===== config.mk =====
export PLATFORM = sky130hd
export DESIGN_NAME = multicycle_control_unit_flat
export DESIGN_NICKNAME = d
export VERILOG_FILES = /design/src/rtl/multicycle_control_unit_if.sv /design/src/rtl/multicycle_control_unit.sv /design/src/flat_wrapper.sv
export SDC_FILE = /design/constraint.sdc
export NUM_CORES = 1
export LEC_CHECK = 0
export ABC_CLOCK_PERIOD_IN_PS = 3500
export BUFFER_PORTS_ARGS = -buffer_cell sky130_fd_sc_hd__clkbuf_2
export CELL_PAD_IN_SITES_DETAIL_PLACEMENT = 1
export CELL_PAD_IN_SITES_GLOBAL_PLACEMENT = 1
export CORE_MARGIN = 1.5
export CORE_UTILIZATION = 39
export DETAILED_ROUTE_END_ITERATION = 8
export GPL_TIMING_DRIVEN = 1
export PLACE_DENSITY = 0.93
export SYNTH_ARGS = -nofsm -noshare
export SYNTH_HDL_FRONTEND = slang
export SYNTH_SLANG_ARGS = --single-unit

===== constraint.sdc =====
create_clock -name clk -period 3.5 [get_ports clk]
set_input_delay 0 -clock clk [delete_from_list [all_inputs] [get_ports clk]]
set_output_delay 0 -clock clk [all_outputs]
set_load 0.02 [all_outputs]

===== src/rtl/multicycle_control_unit_if.sv =====
// Control bus between the multicycle control unit and its datapath.
//   master : control unit side (receives opcode/mem_ready, drives controls)
//   slave  : datapath side (drives opcode/mem_ready, receives controls)
// Signals:
//   opcode       IR[31:26], stable from DECODE until the instruction ends
//   mem_ready    memory completes the current read/write this cycle
//   PCWrite .. PCSource   multicycle datapath control lines
//   state        current FSM state code (debug)
//   illegal_op   sticky undefined-opcode flag
//   instr_count  retired-instruction counter (wraps)
interface multicycle_control_unit_if #(
    parameter int OPCODE_W = 6,
    parameter int CNT_W    = 16
);
    logic [OPCODE_W-1:0] opcode;
    logic                mem_ready;
    logic                PCWrite;
    logic                PCWriteCond;
    logic                IorD;
    logic                MemRead;
    logic                MemWrite;
    logic                IRWrite;
    logic                MemToReg;
    logic                RegDst;
    logic                RegWrite;
    logic                ALUSrcA;
    logic [1:0]          ALUSrcB;
    logic [1:0]          ALUOp;
    logic [1:0]          PCSource;
    logic [3:0]          state;
    logic                illegal_op;
    logic [CNT_W-1:0]    instr_count;

    modport master (
        input  opcode, mem_ready,
        output PCWrite, PCWriteCond, IorD, MemRead, MemWrite, IRWrite,
               MemToReg, RegDst, RegWrite, ALUSrcA, ALUSrcB, ALUOp,
               PCSource, state, illegal_op, instr_count
    );

    modport slave (
        output opcode, mem_ready,
        input  PCWrite, PCWriteCond, IorD, MemRead, MemWrite, IRWrite,
               MemToReg, RegDst, RegWrite, ALUSrcA, ALUSrcB, ALUOp,
               PCSource, state, illegal_op, instr_count
    );
endinterface


===== src/rtl/multicycle_control_unit.sv =====
// Multicycle MIPS-subset control unit: Moore FSM sequencing fetch, decode,
// execute, memory and writeback for R-type, lw, sw, beq, addi, andi, ori,
// xori, slti and j, with a memory ready handshake, a sticky illegal-opcode
// flag and a wrapping retired-instruction counter.
// Ports:
//   clk    rising-edge clock
//   rst_n  asynchronous active-low reset
//   bus    control bus (master modport): opcode/mem_ready in, control
//          lines, state code, illegal_op and instr_count out
module multicycle_control_unit #(
    parameter int OPCODE_W    = 6,
    parameter int MEM_WAIT_EN = 1,
    parameter int CNT_W       = 16
) (
    input  logic                      clk,
    input  logic                      rst_n,
    multicycle_control_unit_if.master bus
);

    localparam logic [OPCODE_W-1:0] OP_RTYPE = OPCODE_W'(6'b000000);
    localparam logic [OPCODE_W-1:0] OP_J     = OPCODE_W'(6'b000010);
    localparam logic [OPCODE_W-1:0] OP_BEQ   = OPCODE_W'(6'b000100);
    localparam logic [OPCODE_W-1:0] OP_ADDI  = OPCODE_W'(6'b001000);
    localparam logic [OPCODE_W-1:0] OP_SLTI  = OPCODE_W'(6'b001010);
    localparam logic [OPCODE_W-1:0] OP_ANDI  = OPCODE_W'(6'b001100);
    localparam logic [OPCODE_W-1:0] OP_ORI   = OPCODE_W'(6'b001101);
    localparam logic [OPCODE_W-1:0] OP_XORI  = OPCODE_W'(6'b001110);
    localparam logic [OPCODE_W-1:0] OP_LW    = OPCODE_W'(6'b100011);
    localparam logic [OPCODE_W-1:0] OP_SW    = OPCODE_W'(6'b101011);

    typedef enum logic [3:0] {
        FETCH  = 4'd0,
        DECODE = 4'd1,
        MEMADR = 4'd2,
        MEMRD  = 4'd3,
        MEMWB  = 4'd4,
        MEMWR  = 4'd5,
        EXEC   = 4'd6,
        ALUWB  = 4'd7,
        BRANCH = 4'd8,
        IEXEC  = 4'd9,
        IWB    = 4'd10,
        JUMP   = 4'd11
    } state_t;

    state_t           state_q, state_d;
    logic             illegal_q;
    logic [CNT_W-1:0] cnt_q;

    logic       ready;
    logic       illegal_set;
    logic       retire;
    logic       pcwrite, pcwritecond, iord, memread, memwrite, irwrite;
    logic       memtoreg, regdst, regwrite, alusrca;
    logic [1:0] alusrcb, aluop, pcsource;

    // With wait states disabled every memory access completes in one cycle.
    assign ready = (MEM_WAIT_EN != 0) ? bus.mem_ready : 1'b1;

    always_ff @(posedge clk or negedge rst_n) begin
        if (!rst_n) begin
            state_q   <= FETCH;
            illegal_q <= 1'b0;
            cnt_q     <= '0;
        end else begin
            state_q <= state_d;
            if (illegal_set) begin
                illegal_q <= 1'b1;
            end
            if (retire) begin
                cnt_q <= cnt_q + 1'b1;
            end
        end
    end

    always_comb begin
        state_d     = FETCH;
        illegal_set = 1'b0;
        retire      = 1'b0;
        pcwrite     = 1'b0;
        pcwritecond = 1'b0;
        iord        = 1'b0;
        memread     = 1'b0;
        memwrite    = 1'b0;
        irwrite     = 1'b0;
        memtoreg    = 1'b0;
        regdst      = 1'b0;
        regwrite    = 1'b0;
        alusrca     = 1'b0;
        alusrcb     = 2'b00;
        aluop       = 2'b00;
        pcsource    = 2'b00;

        case (state_q)
            FETCH: begin
                memread = 1'b1;
                alusrcb = 2'b01;
                irwrite = ready;
                pcwrite = ready;
                state_d = ready ? DECODE : FETCH;
            end
            DECODE: begin
                alusrcb = 2'b11;
                case (bus.opcode)
                    OP_LW, OP_SW:                              state_d = MEMADR;
                    OP_RTYPE:                                  state_d = EXEC;
                    OP_BEQ:                                    state_d = BRANCH;
                    OP_ADDI, OP_ANDI, OP_ORI, OP_XORI, OP_SLTI: state_d = IEXEC;
                    OP_J:                                      state_d = JUMP;
                    default: begin
                        state_d     = FETCH;
                        illegal_set = 1'b1;
                    end
                endcase
            end
            MEMADR: begin
                alusrca = 1'b1;
                alusrcb = 2'b10;
                state_d = (bus.opcode == OP_SW) ? MEMWR : MEMRD;
            end
            MEMRD: begin
                memread = 1'b1;
                iord    = 1'b1;
                state_d = ready ? MEMWB : MEMRD;
            end
            MEMWB: begin
                memtoreg = 1'b1;
                regwrite = 1'b1;
                retire   = 1'b1;
                state_d  = FETCH;
            end
            MEMWR: begin
                memwrite = 1'b1;
                iord     = 1'b1;
                retire   = ready;
                state_d  = ready ? FETCH : MEMWR;
            end
            EXEC: begin
                alusrca = 1'b1;
                aluop   = 2'b10;
                state_d = ALUWB;
            end
            ALUWB: begin
                regdst   = 1'b1;
                regwrite = 1'b1;
                retire   = 1'b1;
                state_d  = FETCH;
            end
            BRANCH: begin
                alusrca     = 1'b1;
                aluop       = 2'b01;
                pcwritecond = 1'b1;
                pcsource    = 2'b01;
                retire      = 1'b1;
                state_d     = FETCH;
            end
            IEXEC: begin
                alusrca = 1'b1;
                alusrcb = 2'b10;
                case (bus.opcode)
                    OP_ANDI, OP_ORI, OP_XORI: aluop = 2'b11;
                    OP_SLTI:                  aluop = 2'b10;
                    default:                  aluop = 2'b00;
                endcase
                state_d = IWB;
            end
            IWB: begin
                regwrite = 1'b1;
                retire   = 1'b1;
                state_d  = FETCH;
            end
            JUMP: begin
                pcwrite  = 1'b1;
                pcsource = 2'b10;
                retire   = 1'b1;
                state_d  = FETCH;
            end
            default: begin
                state_d = FETCH;
            end
        endcase
    end

    // Controls are gated by rst_n so an asserted reset kills any in-flight
    // write immediately rather than waiting for the state register to clear.
    assign bus.PCWrite     = rst_n & pcwrite;
    assign bus.PCWriteCond = rst_n & pcwritecond;
    assign bus.IorD        = rst_n & iord;
    assign bus.MemRead     = rst_n & memread;
    assign bus.MemWrite    = rst_n & memwrite;
    assign bus.IRWrite     = rst_n & irwrite;
    assign bus.MemToReg    = rst_n & memtoreg;
    assign bus.RegDst      = rst_n & regdst;
    assign bus.RegWrite    = rst_n & regwrite;
    assign bus.ALUSrcA     = rst_n & alusrca;
    assign bus.ALUSrcB     = rst_n ? alusrcb  : 2'b00;
    assign bus.ALUOp       = rst_n ? aluop    : 2'b00;
    assign bus.PCSource    = rst_n ? pcsource : 2'b00;
    assign bus.state       = state_q;
    assign bus.illegal_op  = illegal_q;
    assign bus.instr_count = cnt_q;

endmodule


===== src/flat_wrapper.sv =====
// flat-port wrapper written by rule: the top's interface ports become plain ports
module multicycle_control_unit_flat 
#(
    parameter int OPCODE_W    = 6,
    parameter int MEM_WAIT_EN = 1,
    parameter int CNT_W       = 16
)
  (clk, rst_n, bus_opcode, bus_mem_ready, bus_PCWrite, bus_PCWriteCond, bus_IorD, bus_MemRead, bus_MemWrite, bus_IRWrite, bus_MemToReg, bus_RegDst, bus_RegWrite, bus_ALUSrcA, bus_ALUSrcB, bus_ALUOp, bus_PCSource, bus_state, bus_illegal_op, bus_instr_count);
  multicycle_control_unit_if #(.OPCODE_W(OPCODE_W), .CNT_W(CNT_W)) bus_i ();
  input  logic clk;
  input  logic rst_n;
  input wire logic [$bits(bus_i.opcode)-1:0] bus_opcode;
  input wire logic [$bits(bus_i.mem_ready)-1:0] bus_mem_ready;
  output wire logic [$bits(bus_i.PCWrite)-1:0] bus_PCWrite;
  output wire logic [$bits(bus_i.PCWriteCond)-1:0] bus_PCWriteCond;
  output wire logic [$bits(bus_i.IorD)-1:0] bus_IorD;
  output wire logic [$bits(bus_i.MemRead)-1:0] bus_MemRead;
  output wire logic [$bits(bus_i.MemWrite)-1:0] bus_MemWrite;
  output wire logic [$bits(bus_i.IRWrite)-1:0] bus_IRWrite;
  output wire logic [$bits(bus_i.MemToReg)-1:0] bus_MemToReg;
  output wire logic [$bits(bus_i.RegDst)-1:0] bus_RegDst;
  output wire logic [$bits(bus_i.RegWrite)-1:0] bus_RegWrite;
  output wire logic [$bits(bus_i.ALUSrcA)-1:0] bus_ALUSrcA;
  output wire logic [$bits(bus_i.ALUSrcB)-1:0] bus_ALUSrcB;
  output wire logic [$bits(bus_i.ALUOp)-1:0] bus_ALUOp;
  output wire logic [$bits(bus_i.PCSource)-1:0] bus_PCSource;
  output wire logic [$bits(bus_i.state)-1:0] bus_state;
  output wire logic [$bits(bus_i.illegal_op)-1:0] bus_illegal_op;
  output wire logic [$bits(bus_i.instr_count)-1:0] bus_instr_count;
  assign bus_i.opcode = bus_opcode;
  assign bus_i.mem_ready = bus_mem_ready;
  assign bus_PCWrite = bus_i.PCWrite;
  assign bus_PCWriteCond = bus_i.PCWriteCond;
  assign bus_IorD = bus_i.IorD;
  assign bus_MemRead = bus_i.MemRead;
  assign bus_MemWrite = bus_i.MemWrite;
  assign bus_IRWrite = bus_i.IRWrite;
  assign bus_MemToReg = bus_i.MemToReg;
  assign bus_RegDst = bus_i.RegDst;
  assign bus_RegWrite = bus_i.RegWrite;
  assign bus_ALUSrcA = bus_i.ALUSrcA;
  assign bus_ALUSrcB = bus_i.ALUSrcB;
  assign bus_ALUOp = bus_i.ALUOp;
  assign bus_PCSource = bus_i.PCSource;
  assign bus_state = bus_i.state;
  assign bus_illegal_op = bus_i.illegal_op;
  assign bus_instr_count = bus_i.instr_count;
  multicycle_control_unit #(.OPCODE_W(OPCODE_W), .MEM_WAIT_EN(MEM_WAIT_EN), .CNT_W(CNT_W)) u_core (.clk(clk), .rst_n(rst_n), .bus(bus_i));
endmodule

# Word level (Yosys, flattened, before mapping)
# Index checks and enable logic that the tools add are counted.
totals:
  word_cells: 72
  regBits: 21
classes:
  n_eq_ne: 20
  n_addsub: 1
  bitwise_logic: 10
  mux: 26
  n_reduce_logical: 12
op_table:
  columns: ["operator", "count"]
  rows:
  - ["$eq A6 B4 Y1 const B", 5]
  - ["$pmux W4 S7", 1]
  - ["$pmux W4 S5", 1]
  - ["$add A16 B1 Y16 const B", 1]
  - ["$eq A4 B3 Y1 const B", 4]
  - ["$eq A4 B4 Y1 const B", 4]
  - ["$eq A6 B6 Y1 const B", 2]
  - ["$mux W1", 12]
  - ["$pmux W2 S3", 2]
  - ["$and A1 B1 Y1", 10]
  - ["$reduce_or A10 Y1", 1]
  - ["$reduce_or A5 Y1", 2]
  - ["$mux W3", 3]
  - ["$eq A4 B2 Y1 const B", 2]
  - ["$pmux W2 S2", 2]
  - ["$reduce_or A2 Y1", 4]
  - ["$eq A6 B2 Y1 const B", 1]
  - ["$eq A6 B3 Y1 const B", 1]
  - ["$logic_not A6 Y1", 1]
  - ["$mux W2", 3]
  - ["$reduce_or A3 Y1", 2]
  - ["$eq A4 B1 Y1 const B", 1]
  - ["$logic_not A4 Y1", 1]
  - ["$pmux W1 S2", 2]
  - ["$reduce_or A4 Y1", 1]

# Logic depth before layout (Yosys ltp)
# Gate-level depths: netlist (run 1).
logic_depth:
  ltp_word: 5
  ltp_mapped: 6
  ltp_nobuf: 5

# Worst setup path before layout (run 1)
# No wires, ideal clock.
synth_path:
  path_kind: "reg2out"
  start: "register u_core.state_q[2] (netlist: u_core.bus.state[2])"
  end: "output bus_PCWrite"
  t_arrival_ns: 1.885
  slack_ns: 1.615
  required_time_ns: 3.500
  path_stages_with_launch: 6
  path_cell_list: "dfrtp_1 -> buf_2 -> nand2b_1 -> nor3_1 -> and3_1 -> or2_1"
synth_between:
  elab_chain_len: 3
  word_cells_on_any_way: 4
  classes_between: "eq/ne (1); mux (1); bitwise (1); reduce/logical (1)"
synth_rtl:
  columns: ["element", "line_no", "source"]
  rows:
  - ["from (decl)", "multicycle_control_unit.sv:46", "state_t state_q, state_d;"]
  - ["from (signal assigned)", "multicycle_control_unit.sv:66", "state_q <= state_d;"]
  - ["$eq A4 B4 Y1 / $logic_not A4 Y1 (equally long branches)", "multicycle_control_unit.sv:94", "case (state_q)"]
  - ["$pmux W1 S2 *", "multicycle_control_unit.sv:94", null]
  - ["$and A1 B1 Y1 *", "multicycle_control_unit.sv:186", "assign bus.PCWrite = rst_n & pcwrite;"]
  - ["to (decl)", "flat_wrapper.sv:14", "output wire logic [$bits(bus_i.PCWrite)-1:0] bus_PCWrite;"]
# Mark *: on every way between the ends. The rest lies on a longest branch, timed or not.

# Final worst setup path (run 1)
layout_path:
  start: "register u_core.state_q[0] (netlist: u_core.bus.state[0])"
  end: "output bus_ALUOp[1]"
layout_between:
  elab_chain_len: 3
  word_cells_on_any_way: 5
  classes_between: "eq/ne (3); mux (2)"
layout_rtl:
  columns: ["element", "line_no", "source"]
  rows:
  - ["$eq A4 B4 Y1 / $eq A4 B3 Y1 (equally long branches)", "multicycle_control_unit.sv:94", null]
  - ["$pmux W2 S3 *", "multicycle_control_unit.sv:94", null]
  - ["$mux W2 *", "multicycle_control_unit.sv:197", "assign bus.ALUOp = rst_n ? aluop : 2'b00;"]
  - ["to (decl)", "flat_wrapper.sv:25", "output wire logic [$bits(bus_i.ALUOp)-1:0] bus_ALUOp;"]
# Marked as above.

==> impl_metrics.json, run 1 <==
{
  "outcome": "completed",
  "startpoint_type_of_the_worst_setup_path": "register",
  "num_antenna_cells": 0,
  "initial_utilization_pct": 40.9,
  "route.vias.total": 1310,
  "numPortBuffers": 45,
  "yosysMostFrequentCell": "sky130_fd_sc_hd__dfrtp_1",
  "number_of_global_route_vias_before_repair": 1299,
  "finalCritPeriodShare_pct": 58.7,
  "post_synth_main_area_contributors": "sky130_fd_sc_hd__dfrtp_1, sky130_fd_sc_hd__xnor2_1, sky130_fd_sc_hd__nand2_1, sky130_fd_sc_hd__nand3_1, sky130_fd_sc_hd__nor3_1",
  "netlist_area_um2": 1370,
  "crit_type": "register to output pin",
  "worstReg2RegEnd": "u_core.bus.instr_count[11]",
  "ff2ff_setup_slack_ns": 1.56,
  "peak_vdd_ir_mv": 0.303,
  "totalPowerFinal_mw": 0.838,
  "power_density_nw_per_um2": 508,
  "cpLargestDelayFamily": "simple AND/OR/NAND/NOR gates",
  "layout.cells.non_filler": 247,
  "synth_cells": 159,
  "synth.cells.most_frequent": "sky130_fd_sc_hd__dfrtp_1, sky130_fd_sc_hd__nand2_1, sky130_fd_sc_hd__xnor2_1, sky130_fd_sc_hd__nor2_1",
  "clock_path_buffers": 2,
  "critical_path.endpoint": "bus_ALUOp[1]",
  "reg2reg_from": "u_core.bus.state[2]",
  "tritoncts_num_sinks": 21,
  "timing.final.setup_violations": 0,
  "coreArea_um2": 3340,
  "placed_cells_incl_taps": 241,
  "area_of_the_die_um2": 3860,
  "flow.area_growth_from_synthesis_pct": 20.8,
  "gpl.final_weighted_congestion": 0.797,
  "chipHeight_um": 62.2,
  "clock_skew_ns": 0.00873,
  "grt_max_degree": 31,
  "async_flop_share_pct": 100,
  "post-synth-top-area-cell": "sky130_fd_sc_hd__dfrtp_1",
  "timing.critical_path.slowest_cell_delay_ns": 0.63,
  "synth-seq-cells": 21,
  "crit_path_cell_trace": "nor2b_1, nand4_1, a21oi_1, a21oi_1, nor2b_1, clkbuf_2",
  "hpwlAfterDp_um": 2520,
  "totalNegativeSetupSlack_ns": 0,
  "tritoncts": "yes",
  "crit_path_start": "u_core.bus.state[0]",
  "final_nets": 212,
  "number_of_maximum_capacitance_violations": 0,
  "cp_num_buf_inv": 1,
  "cp_max_fo": 14,
  "cp.arrival_ns": 2.06,
  "drcViolationCount": 0,
  "rsz0062_at_grt": "false",
  "first_pass_grt_wire_length_um": 6020,
  "finalHoldViolCount": 0,
  "num_io_pins": 46,
  "final_layout_size_suffix_gt1_share_pct": 25.9,
  "chipWidth_um": 62.2,
  "report.final.slew_viol_count": 0,
  "synth_nets": 169,
  "cts_made_buffers": 3,
  "cellLeakagePower_nw": 0.775,
  "path_depth": 6,
  "detailedRoute.firstIterationViolations": 50,
  "post_synth_num_cell_types": 40,
  "share_of_the_yosys_chip_area_belonging_to_registers_pct": 38.5,
  "root_buffer": "sky130_fd_sc_hd__clkbuf_4",
  "timing.final.crit_period_ns": 2.06,
  "clkTransAtPathRegs_ns": 0.13,
  "timing.slew.headroom_pct": 57.4,
  "globalRouteOverflowTotal": 0,
  "detail_routed_net_length_per_standard_cell_um": 14.0,
  "final.fill_count": 436,
  "worstPathRequired_ns": 3.50,
  "worstSkewPairLatency_ns": 0.32,
  "finalWirelength_um": 3450,
  "grt.total_usage_pct": 19.3,
  "critical_path.slowest_cell": "sky130_fd_sc_hd__dfrtp_1",
  "grt_antenna_before_repair": 0,
  "clock_tree.htree_level_count": 1,
  "cts_post_setup_buffers_inserted": 0,
  "reg2regPathDepth": 5,
  "final_antenna_net_count": 0,
  "element_type_at_the_critical_path_end": "output pin",
  "synth_largest_type_area_fraction_pct": 38.5,
  "holdWs_ns": 0.0879,
  "holdCritPathClass": "primary input to register",
  "firstDrtPassIters": 4,
  "timing.fmax_mhz": 487,
  "yosys_most_used_dff": "sky130_fd_sc_hd__dfrtp_1",
  "warning_count_from_the_yosys_run": 0,
  "max_slew.worst_pin.slew_ns": 0.639,
  "synth_edf_count": 0,
  "post_synth.cell_area_avg_um2": 8.59,
  "postCtsResizedCells": 0,
  "std_cell_rows": 21,
  "vias_per_cell": 5.30
}
-- per-stage QoR --
stage	area, um2	worst slack (ns)	utilization, %
floorplan	1370	1.62	-
global placement	1600	1.69	48.0
detailed placement	1600	1.60	48.0
CTS	1650	1.45	49.4
global route	1650	1.23	49.4
finish	1650	1.44	49.4
-- logic make-up (layout without fill, tap and decap cells) --
logic type / after synthesis / count (layout) / share of synthesized area [%]
compound gates: 24 / 24 / 11.4
simple gates: 84 / 84 / 33.9
buf+inv: 12 / 54 / 4.22
xor+xnor: 16 / 16 / 10.3
fa+ha+maj: 1 / 1 / 0.916
flops: 21 / 21 / 38.5
mux: 1 / 1 / 0.825
-- cell usage in the layout (no fill, tap or decap), types with 6 or more instances in the layout --
cell type,count
sky130_fd_sc_hd__nor2_1,11
sky130_fd_sc_hd__nand2_1,18
sky130_fd_sc_hd__nand3_1,9
sky130_fd_sc_hd__nand4_1,7
sky130_fd_sc_hd__nand2b_1,6
sky130_fd_sc_hd__clkbuf_2,45
sky130_fd_sc_hd__nor2b_1,7
sky130_fd_sc_hd__dfrtp_1,21
sky130_fd_sc_hd__and3_1,6
sky130_fd_sc_hd__nor3_1,9
sky130_fd_sc_hd__a21oi_1,8
sky130_fd_sc_hd__xnor2_1,13
-- worst reg2reg max path, delay by kind of cell, from the launching register on --
family           cells  cell delay (ns)
AND/OR/NAND/NOR      3             0.71
flip-flops           1             0.70
AO/OA/AOI/OAI        1             0.26
XOR/XNOR             1             0.16
-- final cells by class --
class                   instances  area, um2  area share [%]
repair buffers                 47        245            14.9
clock inverters                 1       5.00           0.303
multi-input cells             126        782            47.4
well taps                      46       57.6            3.49
inverters                       3       11.3           0.683
clock buffers                   3       22.5            1.37
flip-flops and latches         21        526            31.9
-- how the worst min path moves through the flow --
stage,from,end,depth (start not counted)
6_report,bus_opcode[3],u_core.bus.illegal_op,4
5_1_grt,bus_opcode[3],u_core.bus.illegal_op,4
4_1_cts,bus_opcode[3],u_core.bus.illegal_op,4
3_5_place_dp,rst_n,u_core.bus.state[0],1
3_3_place_gp,rst_n,u_core.bus.state[3],1
2_1_floorplan,rst_n,u_core.bus.illegal_op,0
-- power by group --
group / switching [mW] / internal, mW / leakage (nW)
combinational: 0.224 / 0.127 / 0.481
sequential: 0.0837 / 0.280 / 0.276
clock: 0.0808 / 0.0429 / 0.0177
total: 0.388 / 0.450 / 0.775
-- registers in the layout, indices dropped and copies added (netlist names) --
register                count
u_core.bus.illegal_op       1
u_core.bus.state            4
u_core.bus.instr_count     16
-- per-layer routing --
| layer | part of all wire, % | global-route usage, % | routed length, um | up-vias |
|---|---|---|---|---|
| li1 | - | - | - | 647 |
| met1 | 48 | 25.5 | 1650 | 631 |
| met2 | 47 | 31.5 | 1630 | 27 |
| met3 | 2.9 | 2.36 | 100 | 5 |
| met4 | 2.1 | 9.17 | 71 | 0 |
| met5 | 0 | 0 | 0 | - |
-- timing repair --
item                                   4_1_cts  5_1_grt
endpoints found under the hold margin       22        0
setup endpoints to repair                    0        0
hold buffers                                 2        0
No activity file was read; power rests on OpenSTA's default activity.
==> run 2: changes to the inputs <==
- ABC_CLOCK_PERIOD_IN_PS: 3500 -> 1850
- CORE_UTILIZATION: 39 -> 32
- PLACE_DENSITY: 0.93 -> 0.83
- clock period: 3.5 -> 1.85 ns (I/O delays scaled with it)
==> run 2 against run 1 <==
Clock power rose by 150%. Non-clock buffer count rose by 7. Core utilization decreased by 6.6 points. Sequential cell count unchanged. Via count up 2.1%. Combinational power up 130%. Critical path depth unchanged. Global-route usage down 1.8 points. Cell area up 5.3%. First-iteration DRC count is 4.0% lower. Critical endpoint is now bus_PCWrite. Clock skew shrank 0.0065 ns.
==> impl_metrics.json, run 2 (synthesis results as in run 1) <==
{
  "outcome": "completed",
  "cellInternalPower_mw": 0.981,
  "first_pass_grt_wire_length_um": 6200,
  "num_io_pins": 46,
  "cellLeakagePower_nw": 0.821,
  "final.fill_count": 502,
  "finalHoldViolCount": 0,
  "peak_vdd_ir_mv": 0.480,
  "most-common-layout-cells": "sky130_fd_sc_hd__clkbuf_2, sky130_fd_sc_hd__dfrtp_1, sky130_fd_sc_hd__nand2_1",
  "flow.area_growth_from_synthesis_pct": 27.2,
  "route.vias.total": 1338,
  "initial_utilization_pct": 33.6,
  "startpoint_type_of_the_worst_setup_path": "register",
  "number_of_maximum_capacitance_violations": 0,
  "numPortBuffers": 45,
  "grt_antenna_before_repair": 0,
  "element_type_at_the_critical_path_end": "output pin",
  "area_of_the_die_um2": 4670,
  "finalCritPeriodShare_pct": 91.8,
  "finalWirelength_um": 3820,
  "power.clock.fraction_pct": 17.7,
  "mostFrequentLayoutCell": "sky130_fd_sc_hd__clkbuf_2",
  "timing.final.crit_period_ns": 1.70,
  "final_design_area_no_fill_um2": 1740,
  "number_of_global_route_vias_before_repair": 1282,
  "detail_routed_net_length_per_standard_cell_um": 14.8,
  "worstPathRequired_ns": 1.85,
  "setup_ws_ns": 0.152,
  "final_nets": 219,
  "worstSkewPairLatency_ns": 0.26,
  "clock_path_buffers": 2,
  "cp.arrival_ns": 1.70,
  "std_cell_rows": 23,
  "root_buffer": "sky130_fd_sc_hd__clkbuf_8",
  "cts_made_buffers": 3,
  "placed_cell_area_um2": 1670,
  "crit_type": "register to output pin",
  "tritoncts": "yes",
  "clock_tree.htree_level_count": 1,
  "postLayoutCoreUtil_pct": 42.8,
  "final_antenna_net_count": 0,
  "pwr-share-comb_pct": 46.6,
  "timing.slew.headroom_pct": 70.3,
  "rsz0062_at_grt": "false",
  "placement.setup.worst_slack_ns": 0.224,
  "totalNegativeSetupSlack_ns": 0,
  "power_density_nw_per_um2": 1000,
  "timing.fmax_mhz": 589,
  "tritoncts_num_sinks": 21,
  "vias_per_cell": 5.19,
  "clock_skew_ns": 0.00221,
  "max_slew.worst_pin.slew_ns": 0.440,
  "holdWs_ns": 0.0297,
  "gpl.final_weighted_congestion": 0.731,
  "report.final.slew_viol_count": 0,
  "holdCritPathClass": "primary input to register",
  "globalRouteOverflowTotal": 0,
  "detailedRoute.firstIterationViolations": 48,
  "layout.cells.non_filler": 258,
  "hpwlAfterDp_um": 3020,
  "grt.total_usage_pct": 17.5,
  "chipWidth_um": 68.3,
  "cp_max_fo": 13,
  "sw_frac_of_total_pct": 43.7,
  "largest_reg_flops": 16,
  "clkTransAtPathRegs_ns": 0.08,
  "num_antenna_cells": 0,
  "switching_power_mw": 0.762,
  "grt_max_degree": 21,
  "firstDrtPassIters": 4,
  "chipHeight_um": 68.3,
  "placed_cells_incl_taps": 253,
  "timing.final.setup_violations": 0,
  "final_layout_size_suffix_gt1_share_pct": 30.8,
  "seq_power_share_pct": 35.7,
  "totalPowerFinal_mw": 1.74,
  "coreArea_um2": 4060,
  "drcViolationCount": 0
}
-- run 2: cell types whose count changed in the layout (fill, tap and decap cells not counted), sizes merged --
cell | previous run | this run
clkbuf | 48 | 47
buf | 0 | 9
dlygate4sd3 | 2 | 1
-- run 2: per-layer routing --
layer  vias to the layer above  share of wire, %  GRT usage (%)
met4                         0              0.44           3.75
met2                        24                49           28.8
met5                         -                 0              0
li1                        661                 -              -
met3                         2               2.2           1.97
met1                       651                48           24.7
-- run 2: repair_timing --
item / in CTS / in global routing
endpoints found under the hold margin: 10 / 0
hold buffers: 1 / 0
endpoints found under the setup margin: 0 / 4
buffers inserted: 0 / 0
resized for setup: 0 / 4
-- run 2: power by group through the flow --
stage	registers (mW)	logic (mW)	clock network [mW]
final	0.622	0.813	0.309
after global routing	0.636	0.893	0.340
after CTS	0.621	0.812	0.313
after detailed placement	0.630	0.807	0
after global placement	0.625	0.794	0
after floorplan	0.702	0.451	0
-- run 2: final cells by class --
| cell class | count | area [um2] | share of cell area, % |
|---|---|---|---|
| Clock buffer | 3 | 41.3 | 2.38 |
| Clock inverter | 1 | 5.00 | 0.288 |
| Inverter | 3 | 11.3 | 0.648 |
| Multi-Input combinational cell | 126 | 795 | 45.7 |
| Sequential cell | 21 | 527 | 30.3 |
| Tap cell | 50 | 62.6 | 3.60 |
| Timing Repair Buffer | 54 | 295 | 17.0 |
-- run 2: worst paths after layout --
check	start	end	slack [ns]	cells after the start
max	u_core.bus.state[2]	bus_PCWrite	0.15	6
min	bus_opcode[4]	u_core.bus.illegal_op	0.03	3
max reg2reg	u_core.bus.state[0]	u_core.bus.instr_count[11]	0.23	5
min reg2reg	u_core.bus.instr_count[15]	u_core.bus.instr_count[15]	0.47	1
max in group asynchronous	rst_n	u_core.bus.state[2]	1.11	3
min in group asynchronous	rst_n	u_core.bus.instr_count[10]	0.20	2
-- run 2: worst max-delay path: stages (launching register included) --
cell and delay [ns]:
sky130_fd_sc_hd__dfrtp_2 0.46, sky130_fd_sc_hd__buf_4 0.19, sky130_fd_sc_hd__nand2b_1 0.17, sky130_fd_sc_hd__nor3_2 0.15
sky130_fd_sc_hd__and3_1 0.19, sky130_fd_sc_hd__or2_1 0.10, sky130_fd_sc_hd__clkbuf_2 0.16
==> run 3: changes to the inputs <==
- SETUP_SLACK_MARGIN: unset -> 0.4
==> run 3 against run 2 <==
Total power increased by 34%. Cell area increased by 36%. Routed wire length increased by 65%. Clock skew increased by 0.0033 ns. Clock-buffer cell count unchanged. Sequential share of layout area decreased by 7.8 points. Via count increased by 22%. Sequential cell count unchanged. First-iteration DRC count increased by 85%. Maximum frequency decreased by 3.3%. Combinational power increased by 64%.
==> impl_metrics.json, run 3 (synthesis results as in run 1) <==
{
  "cp.arrival_ns": 1.94,
  "finalCritPeriodShare_pct": 94.9,
  "placed_cells_incl_taps": 252,
  "outcome": "completed",
  "rsz0062_at_grt": "true",
  "clock_skew_ns": 0.00553,
  "element_type_at_the_critical_path_end": "register",
  "layout.cells.non_filler": 288,
  "globalRouteOverflowTotal": 0,
  "holdCritPathClass": "primary input to register",
  "reg2regPathDepth": 7,
  "coreArea_um2": 4060,
  "timing.final.crit_period_ns": 1.76,
  "most-common-layout-cells": "sky130_fd_sc_hd__clkbuf_2, sky130_fd_sc_hd__buf_4, sky130_fd_sc_hd__buf_6",
  "root_buffer": "sky130_fd_sc_hd__clkbuf_8",
  "first_pass_grt_wire_length_um": 8090,
  "power_density_nw_per_um2": 990,
  "worstReg2RegEnd": "u_core.bus.instr_count[8]",
  "holdWs_ns": 0.0162,
  "grt_max_degree": 17,
  "grt_antenna_before_repair": 0,
  "timing.fmax_mhz": 570,
  "final_antenna_net_count": 0,
  "critical_path.endpoint": "u_core.bus.instr_count[8]",
  "finalWirelength_um": 6310,
  "crit_type": "register to register",
  "hpwlAfterDp_um": 2870,
  "number_of_maximum_capacitance_violations": 0,
  "mostFrequentLayoutCell": "sky130_fd_sc_hd__clkbuf_2",
  "m1WireLength_um": 2600,
  "std_cell_rows": 23,
  "met3WireLength_um": 367,
  "number_of_global_route_vias_before_repair": 1577,
  "topRoutingLayerUsed": "met4",
  "routed-wl-met2_um": 3090,
  "cp_max_fo": 6,
  "setup_ws_ns": 0.0944,
  "clkTransAtPathRegs_ns": 0.09,
  "report.final.slew_viol_count": 0,
  "area_of_the_die_um2": 4670,
  "grt.total_usage_pct": 24.4,
  "clock_path_buffers": 2,
  "timing.slew.headroom_pct": 69.6,
  "cellLeakagePower_nw": 1.10,
  "num_io_pins": 46,
  "numPortBuffers": 45,
  "finalHoldViolCount": 0,
  "crit_path_start": "u_core.bus.state[2]",
  "max_slew.worst_pin.slew_ns": 0.454,
  "drcViolationCount": 0,
  "final_nets": 249,
  "startpoint_type_of_the_worst_setup_path": "register",
  "route.vias.total": 1634,
  "gpl.final_weighted_congestion": 0.763,
  "timing.final.setup_violations": 0,
  "placement.setup.worst_slack_ns": 0.224,
  "cts_made_buffers": 3,
  "flow.area_growth_from_synthesis_pct": 72.6,
  "detail_routed_net_length_per_standard_cell_um": 21.9,
  "firstDrtPassIters": 4,
  "initial_utilization_pct": 33.6,
  "worstSkewPairLatency_ns": 0.29,
  "chipWidth_um": 68.3,
  "vias_per_cell": 5.67,
  "clock_tree.htree_level_count": 1,
  "hold-path-cell-count": 3,
  "tritoncts_num_sinks": 21,
  "ff2ff_setup_slack_ns": 0.09,
  "largest_reg_flops": 16,
  "num_antenna_cells": 0,
  "peak_vdd_ir_mv": 0.658,
  "detailedRoute.firstIterationViolations": 89,
  "totalNegativeSetupSlack_ns": 0,
  "tritoncts": "yes",
  "final.fill_count": 463,
  "final_layout_size_suffix_gt1_share_pct": 56.7,
  "chipHeight_um": 68.3,
  "reg2reg_from": "u_core.bus.state[2]",
  "worstPathRequired_ns": 2.04,
  "totalPowerFinal_mw": 2.33
}
-- run 3: changes by cell type in the layout (fill, tap and decap cells not counted), sizes merged --
cell,before,now
clkinvlp,0,1
buf,9,48
clkbuf,47,37
inv,3,2
dlygate4sd3,1,2
-- run 3: worst max-delay path, cell delays in order, from the launching register on --
cell and delay, ns:
sky130_fd_sc_hd__dfrtp_2 0.46, sky130_fd_sc_hd__buf_6 0.15, sky130_fd_sc_hd__nand2_4 0.05, sky130_fd_sc_hd__a21o_4 0.23, sky130_fd_sc_hd__nor3_4 0.31, sky130_fd_sc_hd__buf_4 0.17
sky130_fd_sc_hd__nand3_2 0.05, sky130_fd_sc_hd__xnor2_1 0.23
-- run 3: worst min path at each step --
| stage | endpoint | startpoint |
|---|---|---|
| 2_1_floorplan | u_core.bus.illegal_op | rst_n |
| 3_3_place_gp | u_core.bus.state[2] | rst_n |
| 3_5_place_dp | u_core.bus.state[2] | rst_n |
| 4_1_cts | u_core.bus.illegal_op | bus_opcode[4] |
| 5_1_grt | u_core.bus.illegal_op | bus_opcode[4] |
| 6_report | u_core.bus.illegal_op | bus_opcode[4] |
-- run 3: layout make-up --
type	instances	area, um2	area share (%)
Inverter	3	15.0	0.637
Multi-Input combinational cell	126	1040	44.2
Timing Repair Buffer	84	659	28.0
Tap cell	50	62.6	2.66
Sequential cell	21	532	22.6
Clock buffer	3	41.3	1.75
Clock inverter	1	5.00	0.212
-- run 3: per-stage QoR --
step           util [%]  area [um2]
4_1_cts            50.4        2040
6_report           58.1        2360
3_3_place_gp       41.4        1680
5_1_grt            58.1        2360
3_5_place_dp       41.4        1680
2_1_floorplan         -        1390
-- run 3: per-layer routing --
layer  up-vias  GRT usage [%]
met1       822           30.4
met3        19           5.43
met4         0           15.0
met2        74           38.1
met5         -              0
li1        719              -
-- run 3: what timing repair did --
action                                  4_1_cts  5_1_grt
pin swaps                                    19       22
hold buffers                                  2        0
gates resized for setup                      43       66
endpoints found under the setup margin       29       32
endpoints found under the hold margin         5        0
setup buffers                                17       13
-- run 3: power breakdown --
group | internal, mW | switching [mW] | leakage (nW)
sequential | 0.536 | 0.126 | 0.270
clock | 0.152 | 0.184 | 0.0255
combinational | 0.591 | 0.744 | 0.800
